File: config.mk
export PLATFORM = sky130hd
export DESIGN_NAME = avalon_copy_host_flat
export DESIGN_NICKNAME = d
export VERILOG_FILES = /design/src/rtl/avalon_copy_pkg.sv /design/src/rtl/avalon_if.sv /design/src/rtl/avalon_copy_host_buffer.sv /design/src/rtl/avalon_copy_host.sv /design/src/flat_wrapper.sv
export SDC_FILE = /design/constraint.sdc
export NUM_CORES = 1
export LEC_CHECK = 0
export CAP_MARGIN = 0
export CELL_PAD_IN_SITES_DETAIL_PLACEMENT = 1
export CELL_PAD_IN_SITES_GLOBAL_PLACEMENT = 2
export CORE_UTILIZATION = 34
export CTS_CLUSTER_DIAMETER = 80
export CTS_CLUSTER_SIZE = 12
export DETAILED_ROUTE_END_ITERATION = 10
export GPL_TIMING_DRIVEN = 0
export PLACE_DENSITY_LB_ADDON = 0.1
export SYNTH_ARGS = -nofsm -noshare
export SYNTH_HDL_FRONTEND = slang
export SYNTH_SLANG_ARGS = --single-unit
File: constraint.sdc
create_clock -name clk -period 4.35 [get_ports clk]
set_clock_uncertainty 0.05 [all_clocks]
set_input_delay 1.305 -clock clk [delete_from_list [all_inputs] [get_ports clk]]
set_output_delay 1.305 -clock clk [all_outputs]
set_load 0.1 [all_outputs]
File: src/rtl/avalon_copy_pkg.sv
`default_nettype none
// ============================================================================
//  Module      : avalon_copy_pkg
//  Description : Shared types and constants for the Avalon-MM copy host.
//  Revision    : 1.0  initial release
// ============================================================================
package avalon_copy_pkg;

    // Bus words are 32 bits wide, so address steps are four bytes per word.
    localparam int BYTES_PER_WORD = 4;

    // Copy engine states, explicitly encoded in three bits.
    typedef enum logic [2:0] {
        IDLE     = 3'd0,
        RD_REQ   = 3'd1,
        RD_DATA  = 3'd2,
        WR_BURST = 3'd3,
        FINISH   = 3'd4
    } copy_state_t;

endpackage
`default_nettype wire

File: src/rtl/avalon_if.sv
`default_nettype none
// ============================================================================
//  Module      : avalon_if
//  Description : Avalon-MM bursting bus bundle with host and agent views.
//  Revision    : 1.0  initial release
// ============================================================================
interface avalon_if #(
    parameter int BURSTCOUNT_W = 4
);
    logic                    clk;
    logic                    reset;
    logic [31:0]             address;
    logic                    read;
    logic                    write;
    logic [BURSTCOUNT_W-1:0] burstcount;
    logic [31:0]             writedata;
    logic [3:0]              byteenable;
    logic [31:0]             readdata;
    logic                    readdatavalid;
    logic                    waitrequest;

    modport host (
        input  clk, reset, readdata, readdatavalid, waitrequest,
        output address, read, write, burstcount, writedata, byteenable
    );

    modport agent (
        input  clk, reset, address, read, write, burstcount, writedata, byteenable,
        output readdata, readdatavalid, waitrequest
    );
endinterface
`default_nettype wire

File: src/rtl/avalon_copy_host_buffer.sv
`default_nettype none
// ============================================================================
//  Module      : copy_buffer
//  Description : Burst staging buffer, DEPTH x 32 registers with one write
//                port and one combinational read port. No reset: contents
//                are always written before they are read within a chunk.
//  Revision    : 1.0  initial release
// ============================================================================
module copy_buffer #(
    parameter int DEPTH = 8,
    parameter int IDX_W = 3
) (
    input  logic             clk,
    input  logic [IDX_W-1:0] i_wr_idx,
    input  logic [31:0]      i_wr_data,
    input  logic             i_wr_en,
    input  logic [IDX_W-1:0] i_rd_idx,
    output logic [31:0]      o_rd_data
);

    logic [31:0] r_mem [DEPTH];

    // Capture one read beat into its slot.
    always_ff @(posedge clk) begin
        if (i_wr_en) begin
            r_mem[i_wr_idx] <= i_wr_data;
        end
    end

    assign o_rd_data = r_mem[i_rd_idx];

endmodule
`default_nettype wire

File: src/rtl/avalon_copy_host.sv
`default_nettype none
// ============================================================================
//  Module      : avalon_copy_host
//  Description : Avalon-MM host that copies len_words 32-bit words from
//                src_addr to dst_addr in chunks of up to MAX_BURST words:
//                one read burst into a local buffer, then one write burst.
//  Revision    : 1.0  initial release
// ============================================================================
module avalon_copy_host
    import avalon_copy_pkg::*;
#(
    parameter int BURSTCOUNT_W = 4,   // must be >= 2
    parameter int LEN_W        = 16   // must be >  BURSTCOUNT_W
) (
    input  logic             clk,
    input  logic             reset_n,
    avalon_if.host           avalon_h,
    input  logic             start,
    input  logic [31:0]      src_addr,
    input  logic [31:0]      dst_addr,
    input  logic [LEN_W-1:0] len_words,
    output logic             busy,
    output logic             done
);

    localparam int                    MAX_BURST     = 1 << (BURSTCOUNT_W - 1);
    localparam int                    IDX_W         = BURSTCOUNT_W - 1;
    localparam logic [LEN_W-1:0]      MAX_BURST_LEN = LEN_W'(MAX_BURST);
    localparam logic [BURSTCOUNT_W-1:0] MAX_BURST_BC = BURSTCOUNT_W'(MAX_BURST);

    copy_state_t             r_state;
    copy_state_t             w_next_state;

    logic [31:0]             r_src;
    logic [31:0]             r_dst;
    logic [LEN_W-1:0]        r_remaining;
    logic [BURSTCOUNT_W-1:0] r_beat;

    logic [BURSTCOUNT_W-1:0] w_chunk;
    logic [LEN_W-1:0]        w_rem_after;
    logic [31:0]             w_step;
    logic                    w_last_beat;
    logic [31:0]             w_buf_rd;
    logic                    w_buf_we;

    logic [31:0]             w_address;
    logic                    w_read;
    logic                    w_write;
    logic [BURSTCOUNT_W-1:0] w_burstcount;
    logic [31:0]             w_writedata;
    logic [3:0]              w_byteenable;
    logic                    w_busy;
    logic                    w_done;

    // The bundle's own clock/reset are not used; this block runs on clk/reset_n.
    logic                    w_unused;
    assign w_unused = &{1'b0, avalon_h.clk, avalon_h.reset};

    // Chunk size follows only r_remaining, which changes solely after the
    // last write beat, so it stays fixed across a chunk's read and write.
    assign w_chunk     = (r_remaining >= MAX_BURST_LEN) ? MAX_BURST_BC
                                                        : r_remaining[BURSTCOUNT_W-1:0];
    assign w_rem_after = r_remaining - LEN_W'(w_chunk);
    assign w_step      = 32'(w_chunk) * 32'(BYTES_PER_WORD);
    assign w_last_beat = (r_beat == (w_chunk - BURSTCOUNT_W'(1)));
    assign w_buf_we    = (r_state == RD_DATA) && avalon_h.readdatavalid;

    copy_buffer #(
        .DEPTH (MAX_BURST),
        .IDX_W (IDX_W)
    ) u_buffer (
        .clk       (clk),
        .i_wr_idx  (r_beat[IDX_W-1:0]),
        .i_wr_data (avalon_h.readdata),
        .i_wr_en   (w_buf_we),
        .i_rd_idx  (r_beat[IDX_W-1:0]),
        .o_rd_data (w_buf_rd)
    );

    // State register; reset abandons any copy in flight.
    always_ff @(posedge clk or negedge reset_n) begin
        if (!reset_n) begin
            r_state <= IDLE;
        end else begin
            r_state <= w_next_state;
        end
    end

    // Next-state and bus outputs; outputs are zero outside the active states,
    // so they fall to zero as soon as reset forces IDLE.
    always_comb begin
        w_next_state = r_state;
        w_address    = '0;
        w_read       = 1'b0;
        w_write      = 1'b0;
        w_burstcount = '0;
        w_writedata  = '0;
        w_byteenable = '0;
        w_busy       = 1'b0;
        w_done       = 1'b0;
        case (r_state)
            IDLE: begin
                if (start) begin
                    w_next_state = (len_words == '0) ? FINISH : RD_REQ;
                end
            end
            RD_REQ: begin
                w_busy       = 1'b1;
                w_read       = 1'b1;
                w_address    = r_src;
                w_burstcount = w_chunk;
                if (!avalon_h.waitrequest) begin
                    w_next_state = RD_DATA;
                end
            end
            RD_DATA: begin
                w_busy = 1'b1;
                if (avalon_h.readdatavalid && w_last_beat) begin
                    w_next_state = WR_BURST;
                end
            end
            WR_BURST: begin
                w_busy       = 1'b1;
                w_write      = 1'b1;
                w_address    = r_dst;
                w_burstcount = w_chunk;
                w_writedata  = w_buf_rd;
                w_byteenable = 4'hF;
                if (!avalon_h.waitrequest && w_last_beat) begin
                    w_next_state = (w_rem_after == '0) ? FINISH : RD_REQ;
                end
            end
            FINISH: begin
                w_done       = 1'b1;
                w_next_state = IDLE;
            end
            default: begin
                w_next_state = IDLE;
            end
        endcase
    end

    // Copy bookkeeping: latch the request, count beats, advance pointers per chunk.
    always_ff @(posedge clk or negedge reset_n) begin
        if (!reset_n) begin
            r_src       <= '0;
            r_dst       <= '0;
            r_remaining <= '0;
            r_beat      <= '0;
        end else begin
            case (r_state)
                IDLE: begin
                    if (start) begin
                        r_src       <= src_addr;
                        r_dst       <= dst_addr;
                        r_remaining <= len_words;
                        r_beat      <= '0;
                    end
                end
                RD_DATA: begin
                    if (avalon_h.readdatavalid) begin
                        r_beat <= w_last_beat ? '0 : (r_beat + BURSTCOUNT_W'(1));
                    end
                end
                WR_BURST: begin
                    if (!avalon_h.waitrequest) begin
                        if (w_last_beat) begin
                            r_beat      <= '0;
                            r_remaining <= w_rem_after;
                            r_src       <= r_src + w_step;
                            r_dst       <= r_dst + w_step;
                        end else begin
                            r_beat <= r_beat + BURSTCOUNT_W'(1);
                        end
                    end
                end
                default: begin
                end
            endcase
        end
    end

    assign avalon_h.address    = w_address;
    assign avalon_h.read       = w_read;
    assign avalon_h.write      = w_write;
    assign avalon_h.burstcount = w_burstcount;
    assign avalon_h.writedata  = w_writedata;
    assign avalon_h.byteenable = w_byteenable;
    assign busy                = w_busy;
    assign done                = w_done;

endmodule
`default_nettype wire

File: src/flat_wrapper.sv
// flat-port wrapper written by rule: the top's interface ports become plain ports
module avalon_copy_host_flat import avalon_copy_pkg::*;
#(
    parameter int BURSTCOUNT_W = 4,                  
    parameter int LEN_W        = 16                             
)
  (clk, reset_n, start, src_addr, dst_addr, len_words, busy, done, avalon_h_clk, avalon_h_reset, avalon_h_readdata, avalon_h_readdatavalid, avalon_h_waitrequest, avalon_h_address, avalon_h_read, avalon_h_write, avalon_h_burstcount, avalon_h_writedata, avalon_h_byteenable);
  avalon_if #(.BURSTCOUNT_W(BURSTCOUNT_W)) avalon_h_i ();
  input  logic clk;
  input  logic reset_n;
  input  logic start;
  input  logic [31:0] src_addr;
  input  logic [31:0] dst_addr;
  input  logic [LEN_W-1:0] len_words;
  output logic busy;
  output logic done;
  input wire logic [$bits(avalon_h_i.clk)-1:0] avalon_h_clk;
  input wire logic [$bits(avalon_h_i.reset)-1:0] avalon_h_reset;
  input wire logic [$bits(avalon_h_i.readdata)-1:0] avalon_h_readdata;
  input wire logic [$bits(avalon_h_i.readdatavalid)-1:0] avalon_h_readdatavalid;
  input wire logic [$bits(avalon_h_i.waitrequest)-1:0] avalon_h_waitrequest;
  output wire logic [$bits(avalon_h_i.address)-1:0] avalon_h_address;
  output wire logic [$bits(avalon_h_i.read)-1:0] avalon_h_read;
  output wire logic [$bits(avalon_h_i.write)-1:0] avalon_h_write;
  output wire logic [$bits(avalon_h_i.burstcount)-1:0] avalon_h_burstcount;
  output wire logic [$bits(avalon_h_i.writedata)-1:0] avalon_h_writedata;
  output wire logic [$bits(avalon_h_i.byteenable)-1:0] avalon_h_byteenable;
  assign avalon_h_i.clk = avalon_h_clk;
  assign avalon_h_i.reset = avalon_h_reset;
  assign avalon_h_i.readdata = avalon_h_readdata;
  assign avalon_h_i.readdatavalid = avalon_h_readdatavalid;
  assign avalon_h_i.waitrequest = avalon_h_waitrequest;
  assign avalon_h_address = avalon_h_i.address;
  assign avalon_h_read = avalon_h_i.read;
  assign avalon_h_write = avalon_h_i.write;
  assign avalon_h_burstcount = avalon_h_i.burstcount;
  assign avalon_h_writedata = avalon_h_i.writedata;
  assign avalon_h_byteenable = avalon_h_i.byteenable;
  avalon_copy_host #(.BURSTCOUNT_W(BURSTCOUNT_W), .LEN_W(LEN_W)) u_core (.clk(clk), .reset_n(reset_n), .avalon_h(avalon_h_i), .start(start), .src_addr(src_addr), .dst_addr(dst_addr), .len_words(len_words), .busy(busy), .done(done));
endmodule
After elaboration in Yosys (flattened, before gate mapping)
Memory sizes are Yosys's and may differ from the RTL's.
Index checks and enable logic that the tools add are counted.
- flip-flop bits (word level): 87
- memory bits (writable): 256
- input bits: 119
- output and inout bits: 76
- word-level logic and storage cells: 73
- memories: 1
- memories (name ; words ; width ; rd ports ; clocked after memory_dff ; write ports ; line ; source):
    u_core.u_buffer.r_mem ; 8 ; 32 ; 1 ; 0 ; 1 ; avalon_copy_host_buffer.sv:21 ; logic [31:0] r_mem [DEPTH];
- $add $sub $neg: 5
- $lt $le $gt $ge: 1
- equal/unequal tests: 12
- muxes and demuxes: 35
- reductions and logical operators: 14
- operators by type and width (cell ; number):
    two-way mux 32 bit ; 7
    one-hot mux 32 bit (2 select lines) ; 3
    adder 32 x 6 -> 32 bit ; 2
    two-way mux 16 bit ; 3
    logical NOT 16 bit ; 2
    one-hot mux 16 bit (2 select lines) ; 1
    two-way mux 4 bit ; 7
    two-way mux 3 bit ; 6
    >= comparator 16 x 4 -> 1 bit, second input constant ; 1
    subtractor 16 x 4 -> 16 bit ; 1
    one-hot mux 3 bit (4 select lines) ; 1
    one-hot mux 4 bit (3 select lines) ; 1
    AND reduction 4 bit ; 3
    inequality test 2 bit, second input constant ; 5
    == test 3 x 2 -> 1 bit, second input constant ; 2
    two-way mux 1 bit ; 6
    adder 4 x 1 -> 4 bit, second input constant ; 1
    == test 4 bit ; 1
    inequality test 2 x 1 -> 1 bit, second input constant ; 2
    subtractor 4 x 1 -> 4 bit, second input constant ; 1
    == test 3 x 1 -> 1 bit, second input constant ; 1
    == test 3 bit, second input constant ; 1
    logical AND 1 bit ; 3
    logical NOT 3 bit ; 1
    5 further kinds ; 5

Depth between registers and ports, before layout
Gate-level depths: netlist of run 1.
- depth in word-level cells: 7
- gate-level depth with buffers: 15
- gate-level depth less buffers: 11

Modules after synthesis
From an unflattened synthesis of run 1, not the netlist that was laid out.
- cell total of the unflattened synthesis: 1293
- area total of the unflattened synthesis: 17073.9 µm²
- modules (own cells, without submodules) (module ; instances ; cells an instance ; area each (µm²) ; seq. area each (µm²)):
    copy_buffer ; 1 ; 383 ; 9825.7 ; 7687.4
    avalon_copy_host ; 1 ; 910 ; 7248.2 ; 2177.1

Least setup slack after synthesis of run 1
OpenSTA, ideal clock, no wires.
- path type: in2reg
- start: input port avalon_h_readdatavalid
- end: memory u_core.u_buffer.r_mem[0][0] (enable)
- library setup time: 0.502 ns
- data arrival time: 4.594 ns
- required time: 3.798 ns
- setup slack: -0.796 ns
- stages on the path: 2
- path buffers: 0
- path through: nand3_1 -> nor4_1
- word-level cells in the longest chain between the ends: 3
- RTL lines (item ; line ; source):
    start: declaration ; flat_wrapper.sv:20 ; input wire logic [$bits(avalon_h_i.readdatavalid)-1:0] avalon_h_readdatavalid;
    logical AND 1 bit ; avalon_copy_host.sv:66 ; assign w_buf_we = (r_state == RD_DATA) && avalon_h.readdatavalid;
    two-way mux 1 bit ; avalon_copy_host_buffer.sv:25 ; if (i_wr_en) begin
    two-way mux 1 bit (not written as such) ; avalon_copy_host_buffer.sv:26 ; r_mem[i_wr_idx] <= i_wr_data;
    end: declaration ; avalon_copy_host_buffer.sv:21 ;
Every way passes these cells.

Worst setup path after layout of run 1
- start: register u_core.r_state[1]
- end: output port avalon_h_address[5]
- word-level cells in the longest chain between the ends: 2
- elaborated cells between the ends (all ways): 3
- classes of those cells: eq/ne: 2; mux: 1
- RTL lines (item ; line ; source):
    start: declaration ; avalon_copy_host.sv:31 ; copy_state_t r_state;
    start signal: assignment ; avalon_copy_host.sv:85 ; r_state <= w_next_state;
    == test 3 x 2 -> 1 bit or == test 3 x 1 -> 1 bit (tied branches) ; avalon_copy_host.sv:101 ; case (r_state)
    one-hot mux 32 bit (2 select lines) * ; avalon_copy_host.sv:101 ;
    end: declaration ; flat_wrapper.sv:22 ; output wire logic [$bits(avalon_h_i.address)-1:0] avalon_h_address;
Every way passes the cells marked *; elsewhere a longest branch is shown, timed or not.

==> impl_metrics.env, run 1 <==
export IMPL_start_util_pct=34.7
export IMPL_die_h_um=218
export IMPL_swShare_pct=48.3
export IMPL_rows=78
export IMPL_grt_max_degree=48
export IMPL_setup_viol=0
export IMPL_synth_flop_cell="edfxtp_1"
export IMPL_maxSlewViolCount=0
export IMPL_worstPathArrival_ns=2.93
export IMPL_dpl_hpwl_um=42500
export IMPL_syn_area_per_cell_um2=12.3
export IMPL_final_cell_count_no_fill=2178
export IMPL_fillers=4752
export IMPL_power_density_nw_per_um2=679
export IMPL_hold_class="reg2reg"
export IMPL_clk_latency_ns=0.56
export IMPL_worst_slack_ns=0.0602
export IMPL_ys_warn_count=0
export IMPL_dp_cells=2103
export IMPL_vias=12600
export IMPL_cts_tree="yes"
export IMPL_power_frac_seq_pct=28.2
export IMPL_place_area_um2=19100
export IMPL_p_int_uw=7190
export IMPL_core_area_um2=45700
export IMPL_p_leak_uw=0.00731
export IMPL_synth_edf_count=256
export IMPL_path_max_fanout=10
export IMPL_die_x_um=218
export IMPL_antenna_found_initial=2
export IMPL_synth_seq_cells=343
export IMPL_area_delta_synth_final_pct=29.2
export IMPL_finalCriticalPeriod_ns=4.29
export IMPL_nets=1681
export IMPL_grt_pass1_vias=13300
export IMPL_drtPass1Iterations=6
export IMPL_holdWs_ns=0.426
export IMPL_mostFrequentLayoutCell="edfxtp_1"
export IMPL_wl_um=62000
export IMPL_ios=195
export IMPL_finalHoldViolations=0
export IMPL_ir_drop_mv=0.831
export IMPL_place_ws_ns=-1.94
export IMPL_syn_area_um2=15900
export IMPL_clockBufferDepth=3
export IMPL_synth_distinct_cells=74
export IMPL_htree_num_levels=2
export IMPL_cts_sinks=343
export IMPL_grt_pass1_wl_um=90100
export IMPL_syn_nets=1425
export IMPL_fin_crit_sh_pct=98.6
export IMPL_hold_buffers=0
export IMPL_clock_power_share_pct=22.2
export IMPL_combinationalPowerShare_pct=49.6
export IMPL_cap_violations=0
export IMPL_seq_area_frac_synth_pct=62.2
export IMPL_syn_inst=1293
export IMPL_layout_common_cells="edfxtp_1 (256), clkdlybuf4s50_1 (117), nor2_1 (104)"
export IMPL_drcViolationCount=0
export IMPL_numPortBuffers=192
export IMPL_wl_per_cell_um=28.4
export IMPL_grt_setup_unrepaired="false"
export IMPL_cts_made_buffers=36
export IMPL_layout_drive_gt1_share_pct=18.1
export IMPL_cp_data_required_time_ns=2.99
export IMPL_via_per_inst=5.79
export IMPL_clkSlewWorstSetupHoldPaths_ns=0.06
export IMPL_p_sw_uw=6720
export IMPL_ant_nets=0
export IMPL_relSlewSlack_pct=34.0
export IMPL_worstSetupEndpointType="output port"
export IMPL_worstSetupPathType="reg2out"
export IMPL_track_usage_pct=26.2
export IMPL_status="finished clean"
export IMPL_final_setup_tns_ns=0
export IMPL_place_congestion=0.850
export IMPL_max_freq_mhz=233
export IMPL_drt_iter0_drc=917
export IMPL_stdcell_area_um2=20500
export IMPL_dieArea_um2=47500
export IMPL_startpoint_type="register"
export IMPL_grt_overflow=0
export IMPL_worst_pin_slew_ns=0.995
export IMPL_ys_async_sr_fraction_pct=25.4
export IMPL_root_buffer="clkbuf_16"
==> Yosys cell counts, drive strengths merged, types with 11 or more instances <==
library cell    n  area, um2
a2bb2oi        13        126
mux2i          39        390
o22ai          19        119
dfrtp          87       2180
ha             11        138
o21ai          39        195
edfxtp        256       7690
a22oi          79        603
inv            20       75.1
a21oi          75        375
clkbuf         73        274
buf            33        216
nor2          111        419
and3           13       81.3
nor4           18        143
a221oi         34        304
a22o           34        298
nand3          34        170
a31oi          63        394
o2bb2a         16        160
o22a           24        210
nor3           22        110
nand2          62        235
==> registers in the layout, summed over array words and instances (netlist names) <==
name and cells:
u_core.r_beat 4, u_core.r_dst 32, u_core.r_remaining 16, u_core.r_src 32
u_core.r_state 3, u_core.u_buffer.r_mem 256
==> power by group through the flow <==
stage | logic (uW) | registers [uW] | clock network, uW
6_report | 6890 | 3920 | 3090
5_1_grt | 7170 | 3950 | 3270
4_1_cts | 6890 | 3920 | 3150
3_5_place_dp | 6810 | 3980 | 0
3_3_place_gp | 6770 | 3970 | 0
2_1_floorplan | 4840 | 3900 | 0
==> stage by stage <==
stage	total power, uW	utilization [%]
finish	13900	44.9
global route	14400	44.9
CTS	14000	44.8
detailed placement	10800	41.8
global placement	10700	41.0
floorplan	8740	-
==> critical path, stage by stage, from the launching register on <==
cell,delay (ns)
dfrtp_1,0.32
clkbuf_1,0.30
clkbuf_4,0.38
buf_4,0.35
mux2i_1,0.46
nor2_1,0.07
clkdlybuf4s15_2,0.48
==> cell type report <==
cell class / count / area (um2) / share of cell area, %
multi-input combinational: 824 / 5810 / 28.3
clock buffer: 58 / 1000 / 4.90
inverter: 20 / 78.8 / 0.385
timing repair buffer: 223 / 2230 / 10.9
buffer: 101 / 621 / 3.03
sequential: 343 / 9860 / 48.1
tap: 600 / 751 / 3.66
antenna: 1 / 2.50 / 0.0122
clock inverter: 8 / 135 / 0.659
==> worst paths after layout <==
kind / start / end / slack, ns / cells after the start
worst max register to register: u_core.r_remaining[12]$_DFFE_PN0P_ / u_core.r_dst[14]$_DFFE_PN0P_ / 0.24 / 13
worst min-delay path: u_core.r_dst[1]$_DFFE_PN0P_ / u_core.r_dst[1]$_DFFE_PN0P_ / 0.43 / 2
worst max-delay path: u_core.r_state[1]$_DFFE_PN0P_ / avalon_h_address[5] / 0.06 / 6
max in group asynchronous: reset_n / u_core.r_src[4]$_DFFE_PN0P_ / 2.83 / 2
min in group asynchronous: reset_n / u_core.r_src[31]$_DFFE_PN0P_ / 0.71 / 1
worst min register to register: u_core.r_dst[1]$_DFFE_PN0P_ / u_core.r_dst[1]$_DFFE_PN0P_ / 0.43 / 2
==> per-layer routing <==
| layer | vias to the layer above | part of all wire (%) | track usage [%] |
|---|---|---|---|
| met5 | - | 0.021 | 0 |
| met4 | 2 | 3.9 | 10.9 |
| met3 | 133 | 4.8 | 3.79 |
| met2 | 363 | 49 | 44.9 |
| met1 | 6454 | 42 | 32.8 |
| li1 | 5661 | - | - |
==> timing repair <==
| action | in CTS | in global routing |
|---|---|---|
| endpoints found under the setup margin | 186 | 85 |
| gates resized for setup | 416 | 30 |
| buffers inserted | 10 | 3 |
| pin swaps | 4 | 1 |
==> cell families after synthesis <==
group           after synthesis  share of synthesized area, %
compound gates              453                          20.6
xor+xnor                      3                         0.166
fa+ha+maj                    13                          1.12
buf+inv                     126                          3.56
flops                       343                          62.2
mux                          43                          2.77
other cells                   1                        0.0236
simple gates                311                          9.57
Power figures use the tool's default switching activity.
==> run 2, diff against run 1 <==
SETUP_SLACK_MARGIN = 0.1   (was default)
==> run 2 against run 1 <==
Sequential cell count unchanged. Count of clock-buffer cells in the layout shrank 2. Sequential share of layout area rose by 0.10 points. Clock power fell by 8.1%. Wire length is 0.22% higher. Critical path depth is 1 higher. Sequential power barely moved. Largest power group unchanged. Combinational power increased by 0.9%. Total power is 1.4% lower. Worst hold slack got worse by 0.0031 ns. Core utilization decreased by 0.090 points.
==> impl_metrics.env, run 2 (synthesis results as in run 1) <==
export IMPL_reg2reg_depth=12
export IMPL_drt_met1_wl_um=26500
export IMPL_nets=1687
export IMPL_dpl_hpwl_um=42800
export IMPL_wl_met3_um=2690
export IMPL_hold_depth=2
export IMPL_final_setup_tns_ns=0
export IMPL_ios=195
export IMPL_cp_data_required_time_ns=2.99
export IMPL_drt_iter0_drc=973
export IMPL_root_buffer="clkbuf_16"
export IMPL_dr_wl_met2_um=31100
export IMPL_grt_max_degree=58
export IMPL_n_antenna_cell=0
export IMPL_worst_pin_slew_ns=1.01
export IMPL_die_x_um=218
export IMPL_dieArea_um2=47500
export IMPL_numPortBuffers=192
export IMPL_hold_class="reg2reg"
export IMPL_p_leak_uw=0.00734
export IMPL_finalCriticalPeriod_ns=4.17
export IMPL_top_layer="met5"
export IMPL_drtPass1Iterations=5
export IMPL_antenna_found_initial=2
export IMPL_power_density_nw_per_um2=670
export IMPL_clockBufferDepth=3
export IMPL_area_delta_synth_final_pct=28.9
export IMPL_cts_tree="yes"
export IMPL_clk_latency_ns=0.56
export IMPL_layout_common_cells="edfxtp_1 (256), clkdlybuf4s50_1 (117), nor2_1 (102)"
export IMPL_place_ws_ns=-2.07
export IMPL_relSlewSlack_pct=32.8
export IMPL_vias=12700
export IMPL_final_cell_count_no_fill=2181
export IMPL_cts_made_buffers=35
export IMPL_maxSlewViolCount=0
export IMPL_rows=78
export IMPL_fin_crit_sh_pct=95.9
export IMPL_layout_drive_gt1_share_pct=18.7
export IMPL_worstSetupPathType="reg2out"
export IMPL_ant_nets=0
export IMPL_grt_setup_unrepaired="true"
export IMPL_start_util_pct=34.7
export IMPL_htree_num_levels=2
export IMPL_clkSlewWorstSetupHoldPaths_ns=0.07
export IMPL_worstSetupEndpointType="output port"
export IMPL_grt_pass1_vias=13500
export IMPL_worst_slack_ns=0.179
export IMPL_cts_sinks=343
export IMPL_dp_cells=2103
export IMPL_grt_overflow=0
export IMPL_wl_per_cell_um=28.5
export IMPL_top_regs="u_core.u_buffer.r_mem (256), u_core.r_dst (32), u_core.r_src (32)"
export IMPL_setup_viol=0
export IMPL_path_max_fanout=10
export IMPL_drcViolationCount=0
export IMPL_place_area_um2=19100
export IMPL_cap_violations=0
export IMPL_stdcell_area_um2=20500
export IMPL_status="finished clean"
export IMPL_ir_drop_mv=0.786
export IMPL_worstPathArrival_ns=2.82
export IMPL_wl_um=62100
export IMPL_mostFrequentLayoutCell="edfxtp_1"
export IMPL_die_h_um=218
export IMPL_core_area_um2=45700
export IMPL_max_freq_mhz=240
export IMPL_place_congestion=0.860
export IMPL_startpoint_type="register"
export IMPL_track_usage_pct=26.3
export IMPL_grt_pass1_wl_um=91000
export IMPL_regMostFlops="u_core.u_buffer.r_mem"
export IMPL_via_per_inst=5.82
export IMPL_largest_reg_flops=256
export IMPL_total_power_uw=13700
export IMPL_finalHoldViolations=0
[run 2: path summary, 6_finish.rpt]
kind | startpoint | to | slack (ns)
setup reg to reg | u_core.r_remaining[10]$_DFFE_PN0P_ | u_core.r_dst[31]$_DFFE_PN0P_ | 0.30
min in group asynchronous | reset_n | u_core.r_src[31]$_DFFE_PN0P_ | 0.67
hold / removal | u_core.r_dst[1]$_DFFE_PN0P_ | u_core.r_dst[1]$_DFFE_PN0P_ | 0.42
setup / recovery | u_core.r_beat[2]$_DFFE_PN0P_ | avalon_h_writedata[31] | 0.18
max in group asynchronous | reset_n | u_core.r_beat[0]$_DFFE_PN0P_ | 2.87
hold reg to reg | u_core.r_dst[1]$_DFFE_PN0P_ | u_core.r_dst[1]$_DFFE_PN0P_ | 0.42
[run 2: timing repair]
action / 4_1_cts / 5_1_grt
setup endpoints to repair: 232 / 92
resized for setup: 465 / 50
pin swaps: 6 / 2
buffers inserted: 11 / 5
hold buffers: 0 / 0
[run 2: metal layers]
metal / vias up / global-route usage, %
li1: 5675 / -
met1: 6555 / 33.9
met2: 370 / 45.9
met3: 90 / 3.00
met4: 4 / 8.67
met5: - / 0
[run 2: power by group]
part | switching [uW] | internal [uW]
registers | 228 | 3700
logic | 5130 | 1820
clock network | 1320 | 1520
total | 6680 | 7040
[run 2: critical path, cell delays in order, from the launching register on]
cell and delay (ns):
dfrtp_1 0.52, and3_1 0.21, clkbuf_2 0.20, clkbuf_8 0.25, clkbuf_4 0.32, a22oi_1 0.12
a31oi_2 0.33, buf_6 0.28
[run 2: metrics by stage]
stage / util (%) / hold slack (ns)
after floorplan: - / 0.388
after global placement: 41.0 / 0.402
after detailed placement: 41.8 / 0.411
after CTS: 44.6 / 0.426
after global routing: 44.8 / 0.454
final: 44.8 / 0.422
[run 2: final cells by class]
type	count	area, um2
fill	4762	25200
multi-input combinational	824	5840
clock inverter	7	53.8
inverter	20	75.1
clock buffer	56	955
timing repair buffer	226	2230
sequential	343	9870
buffer	105	689
tap	600	751
